File: config.mk
export PLATFORM = sky130hd
export DESIGN_NAME = cdc_pulse_scheduler
export DESIGN_NICKNAME = d
export VERILOG_FILES = /design/src/rtl/cdc_pulse_scheduler.sv
export SDC_FILE = /design/constraint.sdc
export NUM_CORES = 1
export LEC_CHECK = 0
export ABC_AREA = 1
export BUFFER_PORTS_ARGS = -buffer_cell sky130_fd_sc_hd__buf_4
export CORE_ASPECT_RATIO = 1.75
export CORE_MARGIN = 10
export CORE_UTILIZATION = 48
export CTS_CLUSTER_SIZE = 8
export DETAILED_ROUTE_END_ITERATION = 8
export PLACE_DENSITY = 0.79
export SLEW_MARGIN = 20
export SYNTH_ARGS = -nofsm -noshare
export SYNTH_HDL_FRONTEND = slang
export SYNTH_SLANG_ARGS = --single-unit
File: constraint.sdc
create_clock -name clka -period 1.95 [get_ports clka]
set_clock_uncertainty 0.05 [all_clocks]
set_input_delay 0.39 -clock clka [delete_from_list [all_inputs] [get_ports clka]]
set_output_delay 0.39 -clock clka [all_outputs]
set_load 0.02 [all_outputs]
File: src/rtl/cdc_pulse_scheduler.sv
// cdc_pulse_scheduler: shares one clka->clkb toggle/ID crossing among N_REQ
// clka requesters. Round-robin launch, level-compare ack, timeout and guard gap.
module cdc_pulse_scheduler #(
  parameter int unsigned N_REQ       = 4,
  parameter int unsigned ID_W        = 2,
  parameter int unsigned SYNC_STAGES = 2,
  parameter int unsigned GAP_CYCLES  = 2,
  parameter int unsigned TIMEOUT     = 64
) (
  input  logic             rst,
  input  logic             clka,
  input  logic [N_REQ-1:0] req_a,
  input  logic             ack_tgl_b,
  output logic             xfer_tgl,
  output logic [ID_W-1:0]  xfer_id,
  output logic             busy,
  output logic [N_REQ-1:0] done_a,
  output logic [N_REQ-1:0] ovf_a,
  output logic             tmo_a
);

  localparam int unsigned TMO_W    = (TIMEOUT > 1) ? $clog2(TIMEOUT) : 1;
  localparam int unsigned GAP_W    = (GAP_CYCLES > 1) ? $clog2(GAP_CYCLES) : 1;
  localparam int unsigned TMO_LAST = TIMEOUT - 1;
  localparam int unsigned GAP_LAST = (GAP_CYCLES > 0) ? GAP_CYCLES - 1 : 0;

  typedef enum logic [1:0] {
    S_IDLE     = 2'd0,
    S_WAIT_ACK = 2'd1,
    S_GAP      = 2'd2
  } state_e;

  state_e                 state_q, state_d;
  logic [N_REQ-1:0]       pending_q, pending_d;
  logic [SYNC_STAGES-1:0] ack_sync_q, ack_sync_d;
  logic                   xfer_tgl_q, xfer_tgl_d;
  logic [ID_W-1:0]        xfer_id_q, xfer_id_d;
  logic                   busy_q, busy_d;
  logic [N_REQ-1:0]       done_q, done_d;
  logic [N_REQ-1:0]       ovf_q, ovf_d;
  logic                   tmo_q, tmo_d;
  logic [ID_W-1:0]        last_grant_q, last_grant_d;
  logic [TMO_W-1:0]       tmo_cnt_q, tmo_cnt_d;
  logic [GAP_W-1:0]       gap_cnt_q, gap_cnt_d;

  logic                   ack_s_c;
  logic                   launch_c;
  logic                   arb_lo_vld_c, arb_hi_vld_c;
  logic [ID_W-1:0]        arb_lo_id_c, arb_hi_id_c;
  logic                   win_vld_c;
  logic [ID_W-1:0]        win_id_c;

  assign ack_s_c = ack_sync_q[SYNC_STAGES-1];

  // Round-robin pick: lowest pending index above last_grant, else lowest overall.
  always_comb begin
    arb_lo_vld_c = 1'b0;
    arb_hi_vld_c = 1'b0;
    arb_lo_id_c  = '0;
    arb_hi_id_c  = '0;
    for (int unsigned i = 0; i < N_REQ; i++) begin
      if (pending_q[i]) begin
        if (!arb_lo_vld_c) begin
          arb_lo_vld_c = 1'b1;
          arb_lo_id_c  = ID_W'(i);
        end
        if (!arb_hi_vld_c && (ID_W'(i) > last_grant_q)) begin
          arb_hi_vld_c = 1'b1;
          arb_hi_id_c  = ID_W'(i);
        end
      end
    end
    win_vld_c = arb_lo_vld_c;
    win_id_c  = arb_hi_vld_c ? arb_hi_id_c : arb_lo_id_c;
  end

  // Next-state, launch, ack/timeout/gap handling and pending bookkeeping.
  always_comb begin
    state_d      = state_q;
    pending_d    = pending_q | req_a;
    ack_sync_d   = {ack_sync_q[SYNC_STAGES-2:0], ack_tgl_b};
    xfer_tgl_d   = xfer_tgl_q;
    xfer_id_d    = xfer_id_q;
    busy_d       = busy_q;
    done_d       = '0;
    ovf_d        = '0;
    tmo_d        = 1'b0;
    last_grant_d = last_grant_q;
    tmo_cnt_d    = tmo_cnt_q;
    gap_cnt_d    = gap_cnt_q;
    launch_c     = 1'b0;

    case (state_q)
      S_IDLE: begin
        if (win_vld_c) begin
          launch_c     = 1'b1;
          xfer_tgl_d   = ~xfer_tgl_q;
          xfer_id_d    = win_id_c;
          last_grant_d = win_id_c;
          tmo_cnt_d    = '0;
          busy_d       = 1'b1;
          state_d      = S_WAIT_ACK;
        end
      end
      S_WAIT_ACK: begin
        if ((ack_s_c == xfer_tgl_q) || (tmo_cnt_q == TMO_W'(TMO_LAST))) begin
          if (ack_s_c == xfer_tgl_q) begin
            for (int unsigned i = 0; i < N_REQ; i++) begin
              if (xfer_id_q == ID_W'(i)) done_d[i] = 1'b1;
            end
          end else begin
            tmo_d = 1'b1;
          end
          gap_cnt_d = '0;
          if (GAP_CYCLES == 0) begin
            busy_d  = 1'b0;
            state_d = S_IDLE;
          end else begin
            state_d = S_GAP;
          end
        end else begin
          tmo_cnt_d = tmo_cnt_q + TMO_W'(1);
        end
      end
      S_GAP: begin
        if (gap_cnt_q == GAP_W'(GAP_LAST)) begin
          busy_d  = 1'b0;
          state_d = S_IDLE;
        end else begin
          gap_cnt_d = gap_cnt_q + GAP_W'(1);
        end
      end
      default: begin
        state_d = S_IDLE;
      end
    endcase

    // A launched slot re-queues only if requested on the launch edge;
    // a request hitting an already pending slot is dropped and flagged.
    for (int unsigned i = 0; i < N_REQ; i++) begin
      if (launch_c && (win_id_c == ID_W'(i))) begin
        pending_d[i] = req_a[i];
      end else if (pending_q[i] && req_a[i]) begin
        ovf_d[i] = 1'b1;
      end
    end
  end

  // State and output registers; reset abandons any transfer in flight.
  always_ff @(posedge clka or negedge rst) begin
    if (!rst) begin
      state_q      <= S_IDLE;
      pending_q    <= '0;
      ack_sync_q   <= '0;
      xfer_tgl_q   <= 1'b0;
      xfer_id_q    <= '0;
      busy_q       <= 1'b0;
      done_q       <= '0;
      ovf_q        <= '0;
      tmo_q        <= 1'b0;
      last_grant_q <= ID_W'(N_REQ - 1);
      tmo_cnt_q    <= '0;
      gap_cnt_q    <= '0;
    end else begin
      state_q      <= state_d;
      pending_q    <= pending_d;
      ack_sync_q   <= ack_sync_d;
      xfer_tgl_q   <= xfer_tgl_d;
      xfer_id_q    <= xfer_id_d;
      busy_q       <= busy_d;
      done_q       <= done_d;
      ovf_q        <= ovf_d;
      tmo_q        <= tmo_d;
      last_grant_q <= last_grant_d;
      tmo_cnt_q    <= tmo_cnt_d;
      gap_cnt_q    <= gap_cnt_d;
    end
  end

  assign xfer_tgl = xfer_tgl_q;
  assign xfer_id  = xfer_id_q;
  assign busy     = busy_q;
  assign done_a   = done_q;
  assign ovf_a    = ovf_q;
  assign tmo_a    = tmo_q;

endmodule

==> impl_metrics.ini, run 1 <==
[logic_synthesis]
seq_area_frac_synth_pct = 52.9
synthTopCellsByCount = nand2_1, dfrtp_1, inv_1, nor2_1, nand3_1
syn_area_per_cell_sq_um = 8.85
synthesis.nets = 169
synth.largest_area_cell = dfrtp_1
synth_top_cell_area_share_pct = 49.2
synthTopCellsByArea = dfrtp_1, nand2_1, inv_1
ys_ff_latch = 30
async_flop_share_pct = 100
syn_area_sq_um = 1430
synth_edf_count = 0
synth_cell_types = 26
yosys.cell_count.top_type = nand2_1
ys_warn_count = 0
syn_inst = 161
yosys_most_used_dff = dfrtp_1

[pwr]
pwr_density_cell_nw_per_um2 = 1740
swShare_pct = 45.6
p_comb_share_pct = 47.8
p_leak_nw = 0.906
peakVddDrop_mv = 0.996
power.internal_w = 0.00159
power_frac_seq_pct = 35.9
p_clk_share_pct = 16.3
switchingPower_w = 0.00133

[die]
die_width_um = 61.2
die_area_sq_um = 5630
pin_count = 20
start_util_pct = 49.2
die_y_um = 92.1
core_area_sq_um = 2900
std_cell_rows = 26

[grt]
use_met1_pct = 12.0
grt_use_met2_pct = 22.4
grt_pass1_wl_um = 5440
grt_usage_pct = 12.8
grt_busiest_layer = met2
antenna_found_initial = 0
met3_usage_pct = 4.97
grt_max_degree = 31
grt_pass1_vias = 1211
overflow = 0

[timing]
tns_ns = 0
setup_viol_count_final = 0
rsz0062_at_grt = false
fmax_mhz = 617
period_share_pct = 83.2
hold_violations = 0
tightest_slew_ns = 0.474
post-route-min-period_ns = 1.62
maxSlewViolCount = 0
max_slew_margin_pct = 68.4

[cells_and_area]
drive_above_1_share_pct = 27.1
nets = 195
area.sequential_sq_um = 753
area_growth_pct = 18.2
diodes = 0
nFillCells = 254
multi_input_area_sq_um = 557
final_core_util_pct = 58.2

[clock_tree]
cts_tree = yes
clk_pin_slew_ns = 0.06
insertion_delay_ns = 0.29
htreeDepth = 2
cts-resized-gates = 0
cts-hold-fix-buffers = 1
cts_sinks = 30
cts_buffer_depth = 2
clockRootBuffer = clkbuf_8
cts_buffers = 5
post-cts-setup-buffers = 0

[place]
place.gp.congestion = 0.838
hpwlAfterDp_um = 2250
io_buffers = 19

[hold_path]
hp-class = in -> reg

[setup_path]
critPathKind = reg -> reg
arrival_ns = 1.74
crit_buf_inv = 2
critPathCaptureType = flop
cp.required_ns = 2.07
slowest_stage = dfrtp_1
path_max_fanout = 7
slowest_delay_ns = 0.46
path_cells = ha_1 > nand2_1 > inv_1 > nand3_2 > nand2_2 > nor2_4 > nor2_4 > inv_4 > nand2_1 > nand2_1
cpLargestDelayFamily = simple AND/OR/NAND/NOR gates
critPathLaunchType = flop
cp_common_cell = nand2_1

[route]
route.detailed.drc = 0
routed_wl_um = 2950
antenna_left = 0
wire_per_inst_um = 13.7
vias_per_cell = 5.13
dr.first_iter.drc_count = 31
via_count = 1109
first_pass_iters = 4

[status]
status = completed

[flow_run]
cap_violations = 0
## layout by cell type (no fill, tap or decap), types with 5 or more instances in the layout
master    Yosys  layout
nand2_1      47      47
dfrtp_1      28      28
inv_1        20      20
buf_4         1      20
nor2_1       11      11
nand3_1       6       6
nand3_2       5       5
nand2_2       5       5
clkbuf_8      0       5
## worst paths after layout
path,slack [ns],cells past startpoint,start,end
hold reg to reg,0.32,0,ack_sync_q[0]$_DFF_PN0_,ack_sync_q[1]$_DFF_PN0_
min in group asynchronous,0.52,2,rst,pending_q[2]$_DFF_PN0_
setup / recovery,0.33,10,tmo_cnt_q[0]$_DFFE_PN0P_,tmo_cnt_q[4]$_DFFE_PN0P_
max in group asynchronous,1.01,2,rst,last_grant_q[0]$_DFFE_PN1P_
setup reg to reg,0.33,10,tmo_cnt_q[0]$_DFFE_PN0P_,tmo_cnt_q[4]$_DFFE_PN0P_
hold / removal,0.16,1,ack_tgl_b,ack_sync_q[0]$_DFF_PN0_
## power groups by stage
| stage | Sequential (W) | Clock (W) | Combinational [W] |
|---|---|---|---|
| final | 0.00105 | 0.000477 | 0.00140 |
| after detailed placement | 0.00106 | 0 | 0.00141 |
| after floorplan | 0.00114 | 0 | 0.000929 |
| after CTS | 0.00105 | 0.000488 | 0.00142 |
| after global routing | 0.00109 | 0.000514 | 0.00160 |
| after global placement | 0.00105 | 0 | 0.00136 |
## kinds of logic after synthesis
kind of cell | synth area share [%]
AO/OA/AOI/OAI | 6.58
XOR/XNOR | 3.07
adder cells (fa/ha/maj) | 0.878
buffers and inverters | 8.08
flip-flops | 52.9
AND/OR/NAND/NOR | 28.5
## layout make-up
type | instances | share of cell area, %
Sequential cell | 30 | 44.7
Inverter | 25 | 5.72
Multi-Input combinational cell | 104 | 33.1
Timing Repair Buffer | 21 | 9.51
Tap cell | 28 | 2.08
Clock inverter | 2 | 0.594
Clock buffer | 6 | 4.31
## metrics by stage
stage / worst slack (ns) / instances / hold WS (ns) / power (W) / cell area, sq um
floorplan: 0.518 / 161 / 0.0444 / 0.00207 / 1430
global placement: 0.465 / 207 / 0.278 / 0.00241 / 1590
detailed placement: 0.354 / 207 / 0.282 / 0.00246 / 1590
CTS: 0.337 / 216 / 0.154 / 0.00296 / 1680
global route: 0.180 / 216 / 0.154 / 0.00320 / 1680
finish: 0.328 / 216 / 0.159 / 0.00292 / 1680
## registers in the layout, indices dropped and copies added (netlist names)
signal,count
xfer_id,2
ovf_a,4
pending_q,4
busy,1
gap_cnt_q,1
done_a,4
tmo_cnt_q,6
xfer_tgl,1
state_q,2
tmo_a,1
last_grant_q,2
ack_sync_q,2
## per-layer routing
layer,wire length [um],part of all wire [%]
met5,0,0
met2,1680,57
met1,1040,35
met4,85,2.9
met3,147,5.0
Note: power is estimated with default switching activity, not from simulation.
==> inputs of run 2 (changes only) <==
Settings changed: PLACE_DENSITY 0.79 to 0.81.
Clock period 1.95 ns to 1.4 ns, I/O delays scaled along.
==> run 2 against run 1 <==
Against the previous run:
- the flow now finishes with violations (setup timing)
- total power is 72% higher
- core utilization is 9.0 points higher
- fmax up 7.0%
- cell count rose by 9.3%
- worst hold slack worse by 0.11 ns
- combinational power grew 94%
- cell area rose by 16%
- via count is 9.6% higher
- critical path type unchanged
- critical endpoint is now pending_q[2]$_DFF_PN0_
==> impl_metrics.ini, run 2 (synthesis results as in run 1) <==
[cells_and_area]
nets = 215
final_cell_mix = buf_4, nand2_1, dfrtp_1, inv_1, nand2_2
largest_reg_flops = 6
diodes = 0
area_growth_pct = 36.5
drive_above_1_share_pct = 43.8
final_common_cell = buf_4
regMostFlops = tmo_cnt_q

[pwr]
p_comb_share_pct = 54.0
peakVddDrop_mv = 1.58
pwr_density_cell_nw_per_um2 = 2580
p_total_w = 0.00502
swShare_pct = 43.8
power_frac_seq_pct = 28.9
switchingPower_w = 0.00220
p_leak_nw = 1.02
p_clk_share_pct = 17.1
power.internal_w = 0.00282

[die]
die_area_sq_um = 5630
pin_count = 20
die_y_um = 92.1
start_util_pct = 49.2
core_area_sq_um = 2900
std_cell_rows = 26
die_width_um = 61.2

[route]
top_layer = met4
wl_met1_um = 1240
wl_met3_um = 149
first_pass_iters = 4
wl_met2_um = 1980
via_count = 1216
antenna_left = 0
routed_wl_um = 3520
route.detailed.drc = 0
vias_per_cell = 5.15
wire_per_inst_um = 14.9
dr.first_iter.drc_count = 50

[grt]
grt_pass1_vias = 1290
antenna_found_initial = 0
grt_usage_pct = 13.7
grt_pass1_wl_um = 5760
grt_max_degree = 31
overflow = 0

[clock_tree]
cts_buffer_depth = 2
htreeDepth = 2
cts_buffers = 5
clockRootBuffer = clkbuf_8
clk_pin_slew_ns = 0.07
cts_tree = yes
insertion_delay_ns = 0.29
cts_sinks = 30

[flow_run]
cap_violations = 0

[timing]
hold_ws_ns = 0.0471
hold_violations = 0
period_share_pct = 108
maxSlewViolCount = 0
max_slew_margin_pct = 74.8
setup_viol_count_final = 17
setup_ws_ns = -0.116
post-route-min-period_ns = 1.52
fmax_mhz = 660
rsz0062_at_grt = true
tightest_slew_ns = 0.377

[place]
hpwlAfterDp_um = 2390
io_buffers = 19
place.gp.congestion = 1.01

[setup_path]
cp.required_ns = 1.53
critPathLaunchType = flop
critPathCaptureType = flop
path_max_fanout = 5
arrival_ns = 1.65
critPathKind = reg -> reg

[status]
violations = setup timing
status = finished with violations

[hold_path]
hp-class = in -> reg
run 2: changes by cell type in the layout (fill, tap and decap cells not counted), sizes merged:
| cell | change |
|---|---|
| buf | +19 |
| bufinv | +1 |
| a31oi | +1 |
| clkbuf | -1 |
run 2: worst max-delay path, stage by stage (launching register included):
cell	delay [ns]
dfstp_2	0.58
inv_4	0.06
a21oi_2	0.15
nand2_2	0.09
nand2_4	0.09
nand2_1	0.07
nand2_2	0.11
nand3_2	0.09
nand2_1	0.07
nand2_1	0.04
run 2: cell type report:
type / count / area, sq um
tap: 28 / 35.0
sequential: 30 / 753
fill: 224 / 950
timing repair buffer: 40 / 315
multi-input combinational: 105 / 634
clock inverter: 3 / 40.0
clock buffer: 5 / 68.8
inverter: 25 / 98.8
run 2: repair_timing:
item                                    CTS  global route
hold buffers                              1             0
resized for setup                        10            13
endpoints found under the hold margin    28             0
gates cloned                              1             0
buffers inserted                          2             2
endpoints found under the setup margin   16            22
pin swaps                                 4            12
run 2: power by group through the flow:
stage / combinational, W / sequential (W) / clock (W)
floorplan: 0.00130 / 0.00159 / 0
global placement: 0.00223 / 0.00141 / 0
detailed placement: 0.00232 / 0.00142 / 0
CTS: 0.00255 / 0.00144 / 0.000880
global route: 0.00296 / 0.00148 / 0.000927
finish: 0.00271 / 0.00145 / 0.000856
run 2: final timing paths:
kind / end / cells after the start / from / slack (ns)
setup / recovery: pending_q[2]$_DFF_PN0_ / 9 / last_grant_q[1]$_DFFE_PN1P_ / -0.12
hold / removal: ack_sync_q[0]$_DFF_PN0_ / 1 / ack_tgl_b / 0.05
setup reg to reg: pending_q[2]$_DFF_PN0_ / 9 / last_grant_q[1]$_DFFE_PN1P_ / -0.12
hold reg to reg: ack_sync_q[1]$_DFF_PN0_ / 0 / ack_sync_q[0]$_DFF_PN0_ / 0.30
max in group asynchronous: last_grant_q[1]$_DFFE_PN1P_ / 2 / rst / 0.59
min in group asynchronous: done_a[3]$_DFF_PN0_ / 2 / rst / 0.40
run 2: metrics by stage:
| step | setup TNS, ns | cell area [sq um] | setup slack [ns] | instances | utilization [%] |
|---|---|---|---|---|---|
| after global placement | -0.111 | 1710 | -0.0287 | 222 | 58.9 |
| after CTS | -0.540 | 1900 | -0.0708 | 234 | 65.6 |
| final | -1.06 | 1950 | -0.116 | 236 | 67.2 |
| after detailed placement | -0.646 | 1710 | -0.0866 | 222 | 58.9 |
| after global routing | -2.69 | 1950 | -0.213 | 236 | 67.2 |
| after floorplan | -0.0762 | 1430 | -0.0267 | 161 | - |
run 2: routing by layer:
layer	vias up	track usage (%)
met3	15	4.70
met5	-	0
met2	33	24.7
li1	595	-
met1	573	12.3
met4	0	8.05
==> inputs of run 3 (changes only) <==
Settings changed: CORE_UTILIZATION 48 to 40, PLACE_DENSITY 0.81 to 0.71.
==> run 3 against run 2 <==
Against the previous run:
- the flow still finishes with violations (setup timing)
- critical path depth decreased by 1
- worst hold slack improved by 0.0025 ns
- non-clock buffer count increased by 8
- flip-flop and latch count unchanged
- core utilization decreased by 5.0 points
- fmax increased by 2.7%
- largest cell class unchanged
==> impl_metrics.ini, run 3 (synthesis results as in run 1) <==
[status]
status = finished with violations
violations = setup timing

[place]
io_buffers = 19
place.gp.congestion = 0.850
dpl.cell_count = 245
hpwlAfterDp_um = 2290
pre_cts_slack_ns = -0.0324

[pwr]
swShare_pct = 40.6
switchingPower_w = 0.00225
p_comb_share_pct = 54.2
power_frac_seq_pct = 26.2
p_total_w = 0.00554
peakVddDrop_mv = 1.74
p_clk_share_pct = 19.6
power.internal_w = 0.00329
p_leak_nw = 1.10
pwr_density_cell_nw_per_um2 = 2620

[cells_and_area]
largest_reg_flops = 6
area_growth_pct = 48.2
final_common_cell = buf_4
nets = 222
regMostFlops = tmo_cnt_q
diodes = 0
final_core_util_pct = 62.2
final_cell_mix = buf_4, nand2_1, dfrtp_1, inv_1, nand2_2
fin_cells = 260
drive_above_1_share_pct = 50.2

[hold_path]
min_path_cells = 1
holdPathEnd = ack_sync_q[0]$_DFF_PN0_
hold_start = ack_tgl_b
hp-class = in -> reg

[setup_path]
regToRegSetupSlack_ns = -0.08
cp.required_ns = 1.52
arrival_ns = 1.59
r2r_end = ovf_a[0]$_DFF_PN0_
reg2reg_depth = 8
r2r_start = last_grant_q[1]$_DFFE_PN1P_
critPathLaunchType = flop
slowest_stage = dfstp_2
path_max_fanout = 4
critPathKind = reg -> reg
path_cells = inv_4 > buf_4 > nand2_2 > nor2_2 > a31oi_2 > nand2_4 > nor2_1 > a21oi_1
critPathCaptureType = flop
slowest_delay_ns = 0.56

[timing]
fmax_mhz = 677
setup_ws_ns = -0.0760
tightest_slew_ns = 0.381
setup_viol_count_final = 10
rsz0062_at_grt = true
post-route-min-period_ns = 1.48
maxSlewViolCount = 0
hold_violations = 0
period_share_pct = 105
max_slew_margin_pct = 74.6

[clock_tree]
cts_buffers = 5
cts_tree = yes
clk_pin_slew_ns = 0.06
cts_sinks = 30
clockRootBuffer = clkbuf_8
insertion_delay_ns = 0.29
cts_buffer_depth = 2
htreeDepth = 2

[die]
pin_count = 20
std_cell_rows = 28
die_y_um = 99.0
die_area_sq_um = 6440
die_width_um = 65.1
core_area_sq_um = 3400
start_util_pct = 41.9

[route]
dr.first_iter.drc_count = 9
routed_wl_um = 3150
antenna_left = 0
route.detailed.drc = 0
wire_per_inst_um = 12.1
vias_per_cell = 4.62
via_count = 1200
first_pass_iters = 4

[grt]
antenna_found_initial = 0
grt_pass1_wl_um = 5400
overflow = 0
grt_max_degree = 31
grt_usage_pct = 10.6
grt_pass1_vias = 1272

[flow_run]
cap_violations = 0
run 3: changes by cell type in the layout (fill, tap and decap cells not counted), moves of 2 or more:
cell,previous run,this run
buf_4,38,43
o21ai_1,6,1
o21ai_2,0,4
buf_6,0,3
nand2_1,34,31
nand2_4,2,5
nor2_2,2,5
clkinv_2,2,0
nor2_1,11,9
run 3: area by class of cell:
class                   instances  area [sq um]
inverters                      25          98.8
flip-flops and latches         30           753
well taps                      45          56.3
clock buffers                   6          82.6
multi-input cells             104           674
clock inverters                 2          60.1
repair buffers                 48           387
fillers                       287          1290
run 3: per-layer routing:
metal / vias to the layer above / routed length [um] / track usage, %
li1: 611 / - / -
met1: 570 / 1080 / 9.19
met2: 12 / 1860 / 19.7
met3: 7 / 131 / 3.06
met4: 0 / 87 / 7.62
met5: - / 0 / 0
run 3: how the worst max path moves through the flow:
stage                                startpoint                        to  slack [ns]  cells after the start
finish              last_grant_q[1]$_DFFE_PN1P_        ovf_a[0]$_DFF_PN0_       -0.08                      8
global route        last_grant_q[1]$_DFFE_PN1P_    pending_q[3]$_DFF_PN0_       -0.18                      9
CTS                 last_grant_q[1]$_DFFE_PN1P_    pending_q[1]$_DFF_PN0_       -0.04                      9
detailed placement  last_grant_q[1]$_DFFE_PN1P_    pending_q[1]$_DFF_PN0_       -0.03                      9
global placement    last_grant_q[1]$_DFFE_PN1P_    pending_q[1]$_DFF_PN0_       -0.02                      9
floorplan              tmo_cnt_q[0]$_DFFE_PN0P_  tmo_cnt_q[5]$_DFFE_PN0P_       -0.03                     10
run 3: power groups by stage:
| stage | registers [W] | logic [W] | clock network, W |
|---|---|---|---|
| after floorplan | 0.00159 | 0.00130 | 0 |
| final | 0.00145 | 0.00300 | 0.00109 |
| after CTS | 0.00144 | 0.00271 | 0.00110 |
| after detailed placement | 0.00143 | 0.00247 | 0 |
| after global placement | 0.00143 | 0.00243 | 0 |
| after global routing | 0.00149 | 0.00330 | 0.00114 |
run 3: critical path, delay by kind of cell (launching register included):
| family | cells | cell delay, ns |
|---|---|---|
| flip-flops | 1 | 0.56 |
| AND/OR/NAND/NOR | 4 | 0.29 |
| AO/OA/AOI/OAI | 2 | 0.27 |
| buffers and inverters | 2 | 0.18 |
run 3: timing repair:
item | CTS | global route
endpoints found under the setup margin | 10 | 21
resized for setup | 14 | 24
pin swaps | 7 | 14
hold buffers | 1 | 0
endpoints found under the hold margin | 28 | 0
buffers inserted | 2 | 5
run 3: stage by stage:
step                      hold slack [ns]  area [sq um]  TNS (ns)
after floorplan                   -0.0656          1430   -0.0762
after global placement              0.176          1790   -0.0426
after detailed placement            0.178          1790    -0.135
after CTS                          0.0438          2010    -0.111
after global routing               0.0398          2110     -1.67
final                              0.0496          2110    -0.360
